==> src/rtl/lut_prog_pkg.sv <==
// Shared definitions for the runtime-programmable LUT neuron.
//   state_t            : controller states (EMPTY, LOAD, RUN)
//   calc_depth         : table depth, 2^IN_BITS
//   calc_ent_per_beat  : table entries carried by one config beat
//   calc_beats         : config beats per complete table
//   calc_cnt_w         : beat counter width, never below 1
package lut_prog_pkg;

  typedef enum logic [1:0] {
    EMPTY = 2'd0,
    LOAD  = 2'd1,
    RUN   = 2'd2
  } state_t;

  function automatic int calc_depth(input int in_bits);
    return 1 << in_bits;
  endfunction

  function automatic int calc_ent_per_beat(input int cfg_w, input int out_bits);
    return cfg_w / out_bits;
  endfunction

  function automatic int calc_beats(input int in_bits, input int cfg_w, input int out_bits);
    return calc_depth(in_bits) / calc_ent_per_beat(cfg_w, out_bits);
  endfunction

  function automatic int calc_cnt_w(input int beats);
    return (beats > 1) ? $clog2(beats) : 1;
  endfunction

endpackage

==> src/rtl/lut_prog_ram.sv <==
// Truth-table storage for lut_neuron_prog: DEPTH x OUT_BITS distributed RAM.
//   clk, rst  : clock; synchronous active-high reset (clears only the read register)
//   i_we      : write one config beat
//   i_waddr   : beat index; entries written at i_waddr*ENT_PER_BEAT + k
//   i_wdata   : packed entries, entry k in [OUT_BITS*k +: OUT_BITS]
//   i_re      : registered read enable
//   i_raddr   : entry address (neuron input code)
//   o_rdata   : registered read data, holds while i_re is low
// A read and a write on the same edge return the old entry.
module lut_prog_ram
  import lut_prog_pkg::*;
#(
  parameter int IN_BITS  = 8,
  parameter int OUT_BITS = 1,
  parameter int CFG_W    = 8
) (
  input  logic                                                clk,
  input  logic                                                rst,
  input  logic                                                i_we,
  input  logic [calc_cnt_w(calc_beats(IN_BITS, CFG_W, OUT_BITS))-1:0] i_waddr,
  input  logic [CFG_W-1:0]                                    i_wdata,
  input  logic                                                i_re,
  input  logic [IN_BITS-1:0]                                  i_raddr,
  output logic [OUT_BITS-1:0]                                 o_rdata
);

  localparam int DEPTH        = calc_depth(IN_BITS);
  localparam int ENT_PER_BEAT = calc_ent_per_beat(CFG_W, OUT_BITS);

  (* ram_style = "distributed" *)
  logic [OUT_BITS-1:0] r_mem [DEPTH];

  logic [IN_BITS-1:0] w_base;

  // Truncation to IN_BITS is exact: the largest base is DEPTH - ENT_PER_BEAT.
  assign w_base = IN_BITS'(i_waddr) * IN_BITS'(ENT_PER_BEAT);

  // NOTE: the table array has no reset so it maps onto LUT RAM; only the
  // read register below is cleared.
  always_ff @(posedge clk) begin
    if (i_we) begin
      for (int k = 0; k < ENT_PER_BEAT; k++) begin
        r_mem[w_base + IN_BITS'(k)] <= i_wdata[OUT_BITS*k +: OUT_BITS];
      end
    end
  end

  // Non-blocking update against the same-edge write gives read-before-write.
  always_ff @(posedge clk) begin
    if (rst) begin
      o_rdata <= '0;
    end else if (i_re) begin
      o_rdata <= r_mem[i_raddr];
    end
  end

endmodule

==> src/rtl/lut_neuron_prog.sv <==
// Runtime-programmable LUT neuron. A config stream loads a 2^IN_BITS-entry
// truth table; once resident, lookups return table[in_data] one cycle later.
//   clk, rst   : clock; synchronous active-high reset
//   cfg_valid  : config beat valid (cfg_ready is always 1)
//   cfg_ready  : config beat accept
//   cfg_data   : packed entries for base = beat*ENT_PER_BEAT
//   cfg_last   : final beat of a table
//   in_valid   : lookup request
//   in_ready   : lookup accept, high only while a table is resident
//   in_data    : lookup address
//   out_valid  : single-cycle result strobe
//   out_data   : looked-up entry, holds between results
//   programmed : complete, well-formed table resident
//   cfg_err    : sticky malformed-load flag, cleared by the next first beat
module lut_neuron_prog
  import lut_prog_pkg::*;
#(
  parameter int IN_BITS  = 8,
  parameter int OUT_BITS = 1,
  parameter int CFG_W    = 8
) (
  input  logic                clk,
  input  logic                rst,
  input  logic                cfg_valid,
  output logic                cfg_ready,
  input  logic [CFG_W-1:0]    cfg_data,
  input  logic                cfg_last,
  input  logic                in_valid,
  output logic                in_ready,
  input  logic [IN_BITS-1:0]  in_data,
  output logic                out_valid,
  output logic [OUT_BITS-1:0] out_data,
  output logic                programmed,
  output logic                cfg_err
);

  localparam int BEATS = calc_beats(IN_BITS, CFG_W, OUT_BITS);
  localparam int CNT_W = calc_cnt_w(BEATS);
  localparam logic [CNT_W-1:0] LAST_CNT = CNT_W'(BEATS - 1);

  state_t           r_state, w_state_nxt;
  logic [CNT_W-1:0] r_cnt, w_cnt_nxt;
  logic             r_err, w_err_nxt;
  logic             r_out_valid;

  logic             w_cfg_acc;
  logic             w_in_acc;
  logic [CNT_W-1:0] w_waddr;
  logic             w_final;

  assign cfg_ready = 1'b1;
  assign in_ready  = (r_state == RUN);
  assign w_cfg_acc = cfg_valid && cfg_ready;
  assign w_in_acc  = in_valid && in_ready;

  // Outside LOAD every accepted beat is a first beat, so it writes base 0.
  assign w_waddr = (r_state == LOAD) ? r_cnt : '0;
  // LAST_CNT is 0 for a single-beat table, so a first beat can also be final.
  assign w_final = (w_waddr == LAST_CNT);

  // NOTE: every output of this block is given a default first so that no
  // path leaves it unassigned and no latch is inferred.
  always_comb begin
    w_state_nxt = r_state;
    w_cnt_nxt   = r_cnt;
    w_err_nxt   = r_err;
    if (w_cfg_acc) begin
      w_state_nxt = EMPTY;
      w_cnt_nxt   = '0;
      if (cfg_last && w_final) begin
        w_state_nxt = RUN;
        w_err_nxt   = 1'b0;
      end else if (cfg_last || w_final) begin
        // Early cfg_last, or the final beat arrived without it.
        w_err_nxt   = 1'b1;
      end else begin
        w_state_nxt = LOAD;
        w_cnt_nxt   = w_waddr + CNT_W'(1);
        w_err_nxt   = 1'b0;
      end
    end
  end

  // NOTE: state registers use non-blocking assignments so every register
  // samples the pre-edge values regardless of statement order.
  always_ff @(posedge clk) begin
    if (rst) begin
      r_state     <= EMPTY;
      r_cnt       <= '0;
      r_err       <= 1'b0;
      r_out_valid <= 1'b0;
    end else begin
      r_state     <= w_state_nxt;
      r_cnt       <= w_cnt_nxt;
      r_err       <= w_err_nxt;
      r_out_valid <= w_in_acc;
    end
  end

  lut_prog_ram #(
    .IN_BITS  (IN_BITS),
    .OUT_BITS (OUT_BITS),
    .CFG_W    (CFG_W)
  ) u_ram (
    .clk     (clk),
    .rst     (rst),
    .i_we    (w_cfg_acc && !rst),
    .i_waddr (w_waddr),
    .i_wdata (cfg_data),
    .i_re    (w_in_acc && !rst),
    .i_raddr (in_data),
    .o_rdata (out_data)
  );

  assign out_valid  = r_out_valid;
  assign programmed = (r_state == RUN);
  assign cfg_err    = r_err;

endmodule

==> config.mk <==
export PLATFORM = sky130hd
export DESIGN_NAME = lut_neuron_prog
export DESIGN_NICKNAME = d
export VERILOG_FILES = /design/src/rtl/lut_prog_pkg.sv /design/src/rtl/lut_prog_ram.sv /design/src/rtl/lut_neuron_prog.sv
export SDC_FILE = /design/constraint.sdc
export NUM_CORES = 1
export LEC_CHECK = 0
export BUFFER_PORTS_ARGS = -buffer_cell sky130_fd_sc_hd__buf_2
export CAP_MARGIN = 20
export CORE_UTILIZATION = 55
export DETAILED_ROUTE_END_ITERATION = 12
export PLACE_DENSITY = 0.84
export SYNTH_ARGS = -nofsm -noshare
export SYNTH_HDL_FRONTEND = slang
export SYNTH_SLANG_ARGS = --single-unit
==> constraint.sdc <==
create_clock -name clk -period 2.5 [get_ports clk]
set_input_delay 0.5 -clock clk [delete_from_list [all_inputs] [get_ports clk]]
set_output_delay 0.5 -clock clk [all_outputs]
set_load 0.005 [all_outputs]
==> impl_metrics.csv, run 1 <==
group,metric,value,unit
run_status,status,"finished clean",
flow_run,max-cap-violations,0,
setup_path,crit_top_cell,"ha_1",
layout,synthToLayoutAreaGrowth,15.09,%
logic_synthesis,syn-num-nets,594,
detailed_routing,via_count,5752,
global_routing,antenna_found_initial,0,
logic_synthesis,async_flop_share,0,
logic_synthesis,yosysTopAreaCell,"edfxtp_1",
timing,fmax,0.4368,GHz
detailed_routing,drcViolationCount,0,
clock_tree,numClockSinks,266,
logic_synthesis,ys_seq_area_frac,0.7335,
setup_path,cp_top_family,"simple AND/OR/NAND/NOR gates",
timing,min_period_over_period,0.9157,
place,gp_congestion,0.8189,
logic_synthesis,synth-main-ff-cell,"edfxtp_1",
floorplan,row_count,50,
power,p_per_area,771.2,mW/mm^2
floorplan,start_util,0.5673,
clock_tree,hold_buffers,0,
power,total_leakage_power,4.139,nW
setup_path,cp_max_fo,5,
detailed_routing,drtAntennaViolNets,0,
floorplan,dieWidth,141.8,um
power,ir_drop,0.4740,mV
clock_tree,cts_root_buf,"clkbuf_16",
clock_tree,clockBufferDepth,3,
clock_tree,post-cts-setup-buffers,0,
timing,slew_violations,0,
detailed_routing,finalWirelength,23.18,mm
clock_tree,cts-resized-gates,0,
place,portBuffers,25,
setup_path,cp-end-kind,"register",
logic_synthesis,synth_cells,568,
global_routing,grt_pass1_wl,35.04,mm
floorplan,ios,27,
logic_synthesis,synth_seq_cells,266,
layout,n_fill_cell,1192,
setup_path,critPathKind,"reg2reg",
timing,finClkSkew,0.009416,ns
timing,setup_violations,0,
place,post_dp_cell_area,0.01144,sq mm
detailed_routing,wl_met3,2.009,mm
floorplan,fp.dieH,141.8,um
detailed_routing,highest_layer,"met4",
logic_synthesis,synthDominantCellAreaShare,0.7149,
timing,tightest_slew,0.8365,ns
layout,fin_nets,660,
setup_path,critical_path.cell_chain,"nor2b_4, and2_1, ha_1, nand2_1, nor2_1, ha_1, inv_1, ha_1, and3b_1, nand2_1, o21ai_0, a32oi_1, nor2_1",
clock_tree,cts_max_level,1,
detailed_routing,routedWlPerCell,25.36,um
place,place_inst,866,
detailed_routing,wl_met1,8.825,mm
logic_synthesis,ys_top_cells_by_area,"edfxtp_1, mux4_2, mux4_1, mux2i_1, nor2_1",
logic_synthesis,yosysUniqueCellTypes,52,
clock_tree,clkLatencyLatePin,0.53,ns
power,finalPower,9.544,mW
logic_synthesis,yosys-top-cells-count,"edfxtp_1, nor2_1, mux4_2",
logic_synthesis,postSynthAreaPerCell,18.93,sq um
setup_path,cpPeakStageDelay,0.37,ns
clock_tree,cts_tree,"yes",
min_path,hold_path.class,"in2reg",
floorplan,core_area,0.01896,sq mm
detailed_routing,dr_wl_met2,11.60,mm
global_routing,track_usage,0.2424,
place,dp_hpwl,13.18,mm
setup_path,crit_slowest_cell,"dfxtp_1",
setup_path,reg2reg_slack,0.21,ns
clock_tree,cts_buffers,26,
setup_path,crit_buf_inv,1,
global_routing,grt_pass1_vias,6059,
logic_synthesis,syn-cell-area,0.01075,sq mm
timing,post-route-min-period,2.289,ns
layout,drive_above_1_share,0.2569,
logic_synthesis,yosys_warnings,0,
setup_path,cp-start-kind,"register",
layout,antenna_cells,0,
setup_path,cp.required,2.91,ns
timing,relSlewSlack,0.4423,
layout,fin_cells,914,
layout,final_area,0.01238,sq mm
setup_path,arrival,2.70,ns
timing,hold_violations,0,
detailed_routing,drt_iter0_drc,790,
detailed_routing,route.detailed.vias_per_inst,6.293,
global_routing,grt_overflow_total,0,
timing,rsz0062_at_grt,"no",
layout,fin_util,0.6529,
global_routing,grt_start_max_net_pins,33,
logic_synthesis,synth_most_common_cell,"edfxtp_1",
detailed_routing,dr.pass1.iters,9,
logic_synthesis,synth_edf_count,256,
floorplan,die_area,0.02011,sq mm
clock_tree,clkTransAtPathRegs,0.06,ns
-- path summary, 6_finish.rpt --
path	from	depth (start not counted)	to
worst max register to register	r_state[0]	13	r_cnt[2]
worst min register to register	cfg_err	2	cfg_err
worst max-delay path	r_state[0]	13	r_cnt[2]
worst min-delay path	in_data[7]	3	u_ram.o_rdata
-- sequential cells by signal, summed over array words and instances (netlist names) --
register and cells:
cfg_err 1, out_valid 1, r_cnt 5, r_state 2, u_ram.o_rdata 1, u_ram.r_mem 256
-- layer usage --
metal	up-vias	track usage
met3	65	0.04084
met2	348	0.4047
li1	2446	-
met5	-	0
met1	2893	0.3190
met4	0	0.1007
-- worst min-delay path, cell delays in order --
cell     delay, ns
buf_2         0.13
nand3_1       0.08
o21ai_1       0.05
-- layout make-up --
class / count / area (sq um) / share of cell area
clock buffer: 28 / 679.4 / 0.05490
tap: 260 / 325.3 / 0.02629
clock inverter: 20 / 250.2 / 0.02022
inverter: 5 / 18.77 / 0.001517
timing repair buffer: 70 / 540.5 / 0.04368
sequential: 266 / 7888 / 0.6373
multi-input combinational: 265 / 2674 / 0.2161
-- cells in the final DEF (no fill, tap or decap), drive strengths merged, types with 3 or more instances in the layout --
cell type / instances
nor2b: 5
nand2: 18
and2: 5
nor3b: 3
mux4: 58
nand3b: 5
nor3: 5
clkbuf: 28
inv: 5
mux2: 6
o22ai: 7
nor4b: 3
o21ai: 5
nor2: 56
dfxtp: 10
buf: 70
a21oi: 5
nand3: 10
ha: 5
mux2i: 27
nand2b: 6
clkinv: 12
a211oi: 4
bufinv: 6
o211ai: 3
edfxtp: 256
-- kinds of logic after synthesis --
group           share of synthesized area
compound gates                    0.02525
fa+ha+maj                        0.005818
buf+inv                           0.01850
flops                              0.7335
mux                                0.1574
other cells                     0.0003487
simple gates                      0.05911
-- through the flow --
step	worst slack [ns]	setup TNS, ns	hold WS, ns
after detailed placement	-0.1973	-0.1973	0.4820
after floorplan	0.1077	0	0.4758
after global placement	-0.1468	-0.1468	0.4780
final	0.2108	0	0.2798
after global routing	0.02020	0	0.2834
after CTS	0.1625	0	0.2652
-- power by group --
| part | internal [mW] | switching, mW | total (mW) |
|---|---|---|---|
| sequential | 4.89 | 0.00414 | 4.89 |
| combinational | 0.174 | 0.269 | 0.444 |
| clock | 2.58 | 1.63 | 4.21 |
| total | 7.64 | 1.90 | 9.54 |
Power figures use the tool's default switching activity.
==> run 2, diff against run 1 <==
--- a/config.mk
+++ b/config.mk
@@ -9,7 +9,7 @@
 export CAP_MARGIN = 20
 export CORE_UTILIZATION = 55
 export DETAILED_ROUTE_END_ITERATION = 12
-export PLACE_DENSITY = 0.84
+export PLACE_DENSITY = 0.82
 export SYNTH_ARGS = -nofsm -noshare
 export SYNTH_HDL_FRONTEND = slang
 export SYNTH_SLANG_ARGS = --single-unit
==> constraint.sdc (replaced) <==
create_clock -name clk -period 2.55 [get_ports clk]
set_input_delay 0.51 -clock clk [delete_from_list [all_inputs] [get_ports clk]]
set_output_delay 0.51 -clock clk [all_outputs]
set_load 0.005 [all_outputs]
==> run 2 against run 1 <==
Core utilization decreased by 0.11 points. Die area is the same. Maximum frequency is 0.92% lower. Power fell by 3.9%. Clock power down 6.7%. First-iteration DRC count down 3.8%. Sequential cell count did not move. Critical path type unchanged. Largest cell class unchanged. Highest routed layer unchanged.
==> impl_metrics.csv, run 2 (same netlist as run 1, synthesis figures left out) <==
group,metric,value,unit
setup_path,critPathKind,"reg2reg",
global_routing,grt_pass1_wl,36.54,mm
setup_path,cp-start-kind,"register",
setup_path,reg2reg_from,"r_state[0]",
clock_tree,clockBufferDepth,3,
detailed_routing,drt_iter0_drc,760,
power,combPwrFrac,0.049,
global_routing,grt_overflow_total,0,
detailed_routing,finalWirelength,23.77,mm
timing,finClkSkew,0.01436,ns
setup_path,cp-end-kind,"register",
global_routing,antenna_found_initial,0,
power,switching_share,0.2019,
power,p_sw,1.852,mW
setup_path,cp_max_fo,5,
clock_tree,numClockSinks,266,
power,clock_power_share,0.428,
power,ir_drop,0.5203,mV
floorplan,core_area,0.01896,sq mm
timing,rsz0062_at_grt,"no",
setup_path,reg2reg_slack,0.24,ns
timing,hold_violations,0,
layout,fin_nets,667,
power,p_seq_frac,0.523,
clock_tree,cts_tree,"yes",
floorplan,dieWidth,141.8,um
layout,final_cell_mix,"edfxtp_1, nor2_1, buf_4",
detailed_routing,drcViolationCount,0,
setup_path,arrival,2.72,ns
setup_path,endpoint,"r_cnt[2]",
clock_tree,clkLatencyLatePin,0.53,ns
place,dp_hpwl,13.90,mm
global_routing,busiest_layer,"met2",
timing,post-route-min-period,2.310,ns
timing,fmax,0.4328,GHz
timing,slew_violations,0,
layout,top_register,"u_ram.r_mem",
global_routing,met3_usage,0.04624,
run_status,status,"finished clean",
global_routing,grt_start_max_net_pins,33,
layout,antenna_cells,0,
clock_tree,post-cts-setup-buffers,0,
min_path,hold_path.class,"in2reg",
floorplan,die_area,0.02011,sq mm
global_routing,track_usage,0.2517,
clock_tree,cts_max_level,1,
setup_path,cp.required,2.96,ns
detailed_routing,dr.pass1.iters,5,
layout,reg_top3,"u_ram.r_mem x256, r_cnt x5, r_state x2",
floorplan,row_count,50,
timing,relSlewSlack,0.4683,
floorplan,start_util,0.5673,
power,total_leakage_power,4.131,nW
floorplan,fp.dieH,141.8,um
global_routing,grt_pass1_vias,6130,
detailed_routing,via_count,5857,
place,place_inst,872,
layout,drive_above_1_share,0.2542,
detailed_routing,routedWlPerCell,25.81,um
timing,min_period_over_period,0.9061,
place,portBuffers,25,
layout,layout_commonest_cell,"edfxtp_1",
clock_tree,cts_buffers,27,
clock_tree,cts_root_buf,"clkbuf_16",
flow_run,max-cap-violations,0,
setup_path,rr_worst_depth,13,
layout,final_area,0.01236,sq mm
timing,setup_violations,0,
clock_tree,clkTransAtPathRegs,0.06,ns
detailed_routing,drtAntennaViolNets,0,
global_routing,met1_usage,0.3399,
floorplan,ios,27,
place,post_dp_cell_area,0.01147,sq mm
place,gp_congestion,0.8218,
timing,tightest_slew,0.7976,ns
power,p_int,7.319,mW
setup_path,cp-startpoint,"r_state[0]",
detailed_routing,route.detailed.vias_per_inst,6.359,
global_routing,global_route.usage.met2,0.4133,
power,p_per_area,742.2,mW/mm^2
layout,fin_cells,921,
layout,synthToLayoutAreaGrowth,14.91,%
layout,n_fill_cell,1219,
layout,largest_register_ffs,256,
setup_path,r2r_end,"r_cnt[2]",
## run 2: worst max-delay path, stage by stage (launching register included)
cell and delay (ns):
dfxtp_1 0.35, nor2b_4 0.18, and2_1 0.18, ha_1 0.21, nand2_1 0.07, nor2_1 0.10
ha_1 0.18, inv_1 0.06, ha_1 0.17, and3b_1 0.22, nand2_1 0.11, o21ai_0 0.12
a32oi_1 0.18, nor2_1 0.05
## run 2: power by group through the flow
stage	registers (mW)	clock network [mW]	logic (mW)
4_1_cts	4.80	3.96	0.446
5_1_grt	4.80	4.15	0.475
3_3_place_gp	4.89	0	0.426
6_report	4.80	3.93	0.446
3_5_place_dp	4.89	0	0.440
2_1_floorplan	4.89	0	0.243
## run 2: layer usage
metal | wire length, um | part of all wire
met5 | 0 | 0
met4 | 807 | 0.034
met3 | 2061 | 0.087
met2 | 11700 | 0.49
met1 | 9206 | 0.39
## run 2: final cells by class
| class | count | area, sq um | area share |
|---|---|---|---|
| multi-input cells | 265 | 2674 | 0.2164 |
| flip-flops and latches | 266 | 7888 | 0.6384 |
| clock inverters | 16 | 178.9 | 0.01448 |
| clock buffers | 33 | 698.2 | 0.05651 |
| well taps | 260 | 325.3 | 0.02633 |
| repair buffers | 76 | 573.1 | 0.04638 |
| inverters | 5 | 18.77 | 0.001519 |
## run 2: what timing repair did
| action | 4_1_cts | 5_1_grt |
|---|---|---|
| hold buffers | 0 | 0 |
| setup endpoints to repair | 0 | 1 |
| resized for setup | 0 | 2 |
## run 2: worst min-delay path by stage
stage	from	end	slack, ns	depth (start not counted)
final	rst	r_state[0]	0.33	2
after global routing	in_data[7]	u_ram.o_rdata	0.34	3
after CTS	rst	r_cnt[2]	0.33	2
after detailed placement	r_state[1]	r_state[1]	0.52	2
after global placement	cfg_err	cfg_err	0.49	2
after floorplan	r_state[0]	r_state[0]	0.48	2
## run 2: metrics by stage
step                      utilization  total power [mW]  worst slack (ns)  setup TNS [ns]  hold WS [ns]
final                          0.6518             9.171            0.2396               0        0.3333
after global routing           0.6518             9.423           0.03404               0        0.3350
after CTS                      0.6514             9.208            0.1574               0        0.3256
after detailed placement       0.6051             5.332           -0.1524         -0.1524        0.5169
after global placement         0.6051             5.317          -0.03282        -0.03282        0.4903
after floorplan                     -             5.134            0.1477               0        0.4758
==> run 3, diff against run 2 <==
--- a/config.mk
+++ b/config.mk
@@ -12,4 +12,5 @@
 export PLACE_DENSITY = 0.82
 export SYNTH_ARGS = -nofsm -noshare
 export SYNTH_HDL_FRONTEND = slang
+export SYNTH_HIERARCHICAL = 1
 export SYNTH_SLANG_ARGS = --single-unit
==> run 3 against run 2 <==
Maximum frequency down 5.8%. Synthesized area is 0.13% higher. Power increased by 0.89%. Sequential share of layout area fell by 0.30 points. Clock power increased by 2%.
==> impl_metrics.csv, run 3 <==
group,metric,value,unit
detailed_routing,drt_iter0_drc,714,
logic_synthesis,synth-main-ff-cell,"edfxtp_1",
run_status,status,"finished clean",
logic_synthesis,synth_cells,577,
logic_synthesis,yosys-top-cells-count,"edfxtp_1, mux4_2, nor2_1",
clock_tree,numClockSinks,266,
layout,final_area,0.01241,sq mm
clock_tree,cts_max_level,1,
min_path,hold_path.class,"in2reg",
global_routing,grt_start_max_net_pins,36,
logic_synthesis,yosys_warnings,6,
timing,holdWs,0.2598,ns
clock_tree,cts_buffers,26,
layout,antenna_cells,0,
power,p_per_area,745.4,mW/mm^2
global_routing,antenna_found_initial,0,
detailed_routing,via_count,6005,
logic_synthesis,yosysUniqueCellTypes,51,
logic_synthesis,synth_edf_count,256,
place,place_inst,879,
layout,synthToLayoutAreaGrowth,15.29,%
clock_tree,clockBufferDepth,3,
logic_synthesis,synth_most_common_cell,"edfxtp_1",
layout,multi_input_area,0.002691,sq mm
power,ir_drop,0.5208,mV
detailed_routing,finalWirelength,23.52,mm
place,post_dp_cell_area,0.01149,sq mm
place,dp_hpwl,13.54,mm
global_routing,track_usage,0.2431,
layout,ff_latch_area,0.007888,sq mm
timing,post-route-min-period,2.452,ns
layout,fin_util,0.6549,
global_routing,grt_pass1_vias,6240,
place,portBuffers,25,
timing,setup_ws,0.09842,ns
logic_synthesis,postSynthAreaPerCell,18.66,sq um
logic_synthesis,ys_top_cells_by_area,"edfxtp_1, mux4_2, mux2i_1, dfxtp_1, nor2_1",
floorplan,core_area,0.01896,sq mm
timing,tightest_slew,0.8078,ns
floorplan,row_count,50,
logic_synthesis,ys_seq_area_frac,0.7326,
place,dp_slack,-0.05093,ns
flow_run,max-cap-violations,0,
global_routing,grt_pass1_wl,35.77,mm
layout,fin_cells,927,
timing,setup_violations,0,
clock_tree,clkLatencyLatePin,0.53,ns
logic_synthesis,syn-cell-area,0.01077,sq mm
setup_path,critPathKind,"reg2reg",
floorplan,dieWidth,141.9,um
layout,drive_above_1_share,0.2699,
clock_tree,cts_root_buf,"clkbuf_16",
layout,fin_nets,673,
layout,n_fill_cell,1171,
timing,relSlewSlack,0.4614,
floorplan,start_util,0.5680,
timing,min_period_over_period,0.9614,
setup_path,cp-end-kind,"register",
layout,top_register,"u_ram/r_mem",
timing,finClkSkew,0.02795,ns
setup_path,cp.required,2.98,ns
detailed_routing,routedWlPerCell,25.37,um
layout,final_cell_mix,"edfxtp_1, mux4_2, buf_4",
timing,hold_violations,0,
timing,rsz0062_at_grt,"no",
layout,layout_commonest_cell,"edfxtp_1",
timing,slew_violations,0,
logic_synthesis,syn-num-nets,603,
detailed_routing,drcViolationCount,0,
layout,largest_register_ffs,256,
setup_path,arrival,2.88,ns
floorplan,die_area,0.02014,sq mm
power,total_leakage_power,4.132,nW
logic_synthesis,yosysTopAreaCell,"edfxtp_1",
floorplan,ios,27,
place,gp_congestion,0.8607,
logic_synthesis,synth_seq_cells,266,
clock_tree,clkTransAtPathRegs,0.06,ns
setup_path,cp_max_fo,7,
timing,fmax,0.4079,GHz
global_routing,grt_overflow_total,0,
clock_tree,cts_tree,"yes",
floorplan,fp.dieH,141.9,um
detailed_routing,drtAntennaViolNets,0,
logic_synthesis,synthDominantCellAreaShare,0.7140,
detailed_routing,dr.pass1.iters,6,
logic_synthesis,async_flop_share,0,
detailed_routing,route.detailed.vias_per_inst,6.478,
layout,reg_top3,"u_ram/r_mem x256, r_cnt x5, r_state x2",
setup_path,cp-start-kind,"register",
## run 3: cell types whose count changed in the layout (fill, tap and decap cells not counted), sizes merged, moves of 5 or more
cell	previous run	this run
o22ai	7	2
mux2i	27	22
a22o	0	9
a21oi	5	14
nor2b	5	13
nor2	56	37
nor3	5	10
## run 3: power breakdown
group,leakage (nW),internal [mW],switching [mW]
Sequential,2.38,4.79,0.00436
Clock,0.437,2.44,1.57
Combinational,1.31,0.176,0.271
## run 3: stage by stage
step / setup TNS (ns) / total power [mW]
finish: 0 / 9.253
global placement: 0 / 5.326
floorplan: 0 / 5.143
CTS: 0 / 9.299
detailed placement: -0.07718 / 5.333
global route: 0 / 9.485
## run 3: final cells by class
| cell class | count | area share |
|---|---|---|
| flip-flops and latches | 266 | 0.6354 |
| inverters | 4 | 0.001210 |
| clock buffers | 30 | 0.05534 |
| repair buffers | 76 | 0.04717 |
| clock inverters | 18 | 0.01784 |
| well taps | 260 | 0.02621 |
| multi-input cells | 273 | 0.2168 |
## run 3: worst max-delay path: stages, from the launching register on
cell      delay, ns
dfxtp_1        0.36
nor2b_4        0.17
and2_1         0.20
ha_1           0.25
and3_1         0.18
ha_1           0.20
ha_1           0.20
nand3b_1       0.15
or4_1          0.49
a31oi_1        0.18
## run 3: repair_timing
| action | 4_1_cts | 5_1_grt |
|---|---|---|
| setup buffers | 0 | 0 |
| hold buffers | 0 | 0 |
| gates resized for setup | 1 | 3 |
| endpoints found under the setup margin | 4 | 4 |
## run 3: layer usage
layer	wire length [um]	global-route usage	up-vias
met5	0	0	-
met2	11690	0.4071	415
li1	-	-	2485
met3	2273	0.04050	69
met1	8781	0.3202	3036
met4	773	0.09904	0
## run 3: final timing paths
| check | from | to | slack, ns | cells past startpoint |
|---|---|---|---|---|
| setup / recovery | r_state[0] | r_cnt[3] | 0.1 | 9 |
| hold / removal | in_valid | out_valid | 0.26 | 2 |
| setup reg to reg | r_state[0] | r_cnt[3] | 0.1 | 9 |
| hold reg to reg | cfg_err | cfg_err | 0.52 | 2 |
## run 3: cell families after synthesis
logic type,count (synthesis),synth area share
flip-flops,266,0.7326
AND/OR/NAND/NOR,126,0.06345
multiplexers,80,0.1397
AO/OA/AOI/OAI,61,0.03974
buffers and inverters,38,0.01836
adder cells (fa/ha/maj),5,0.005811
other,1,0.0003483
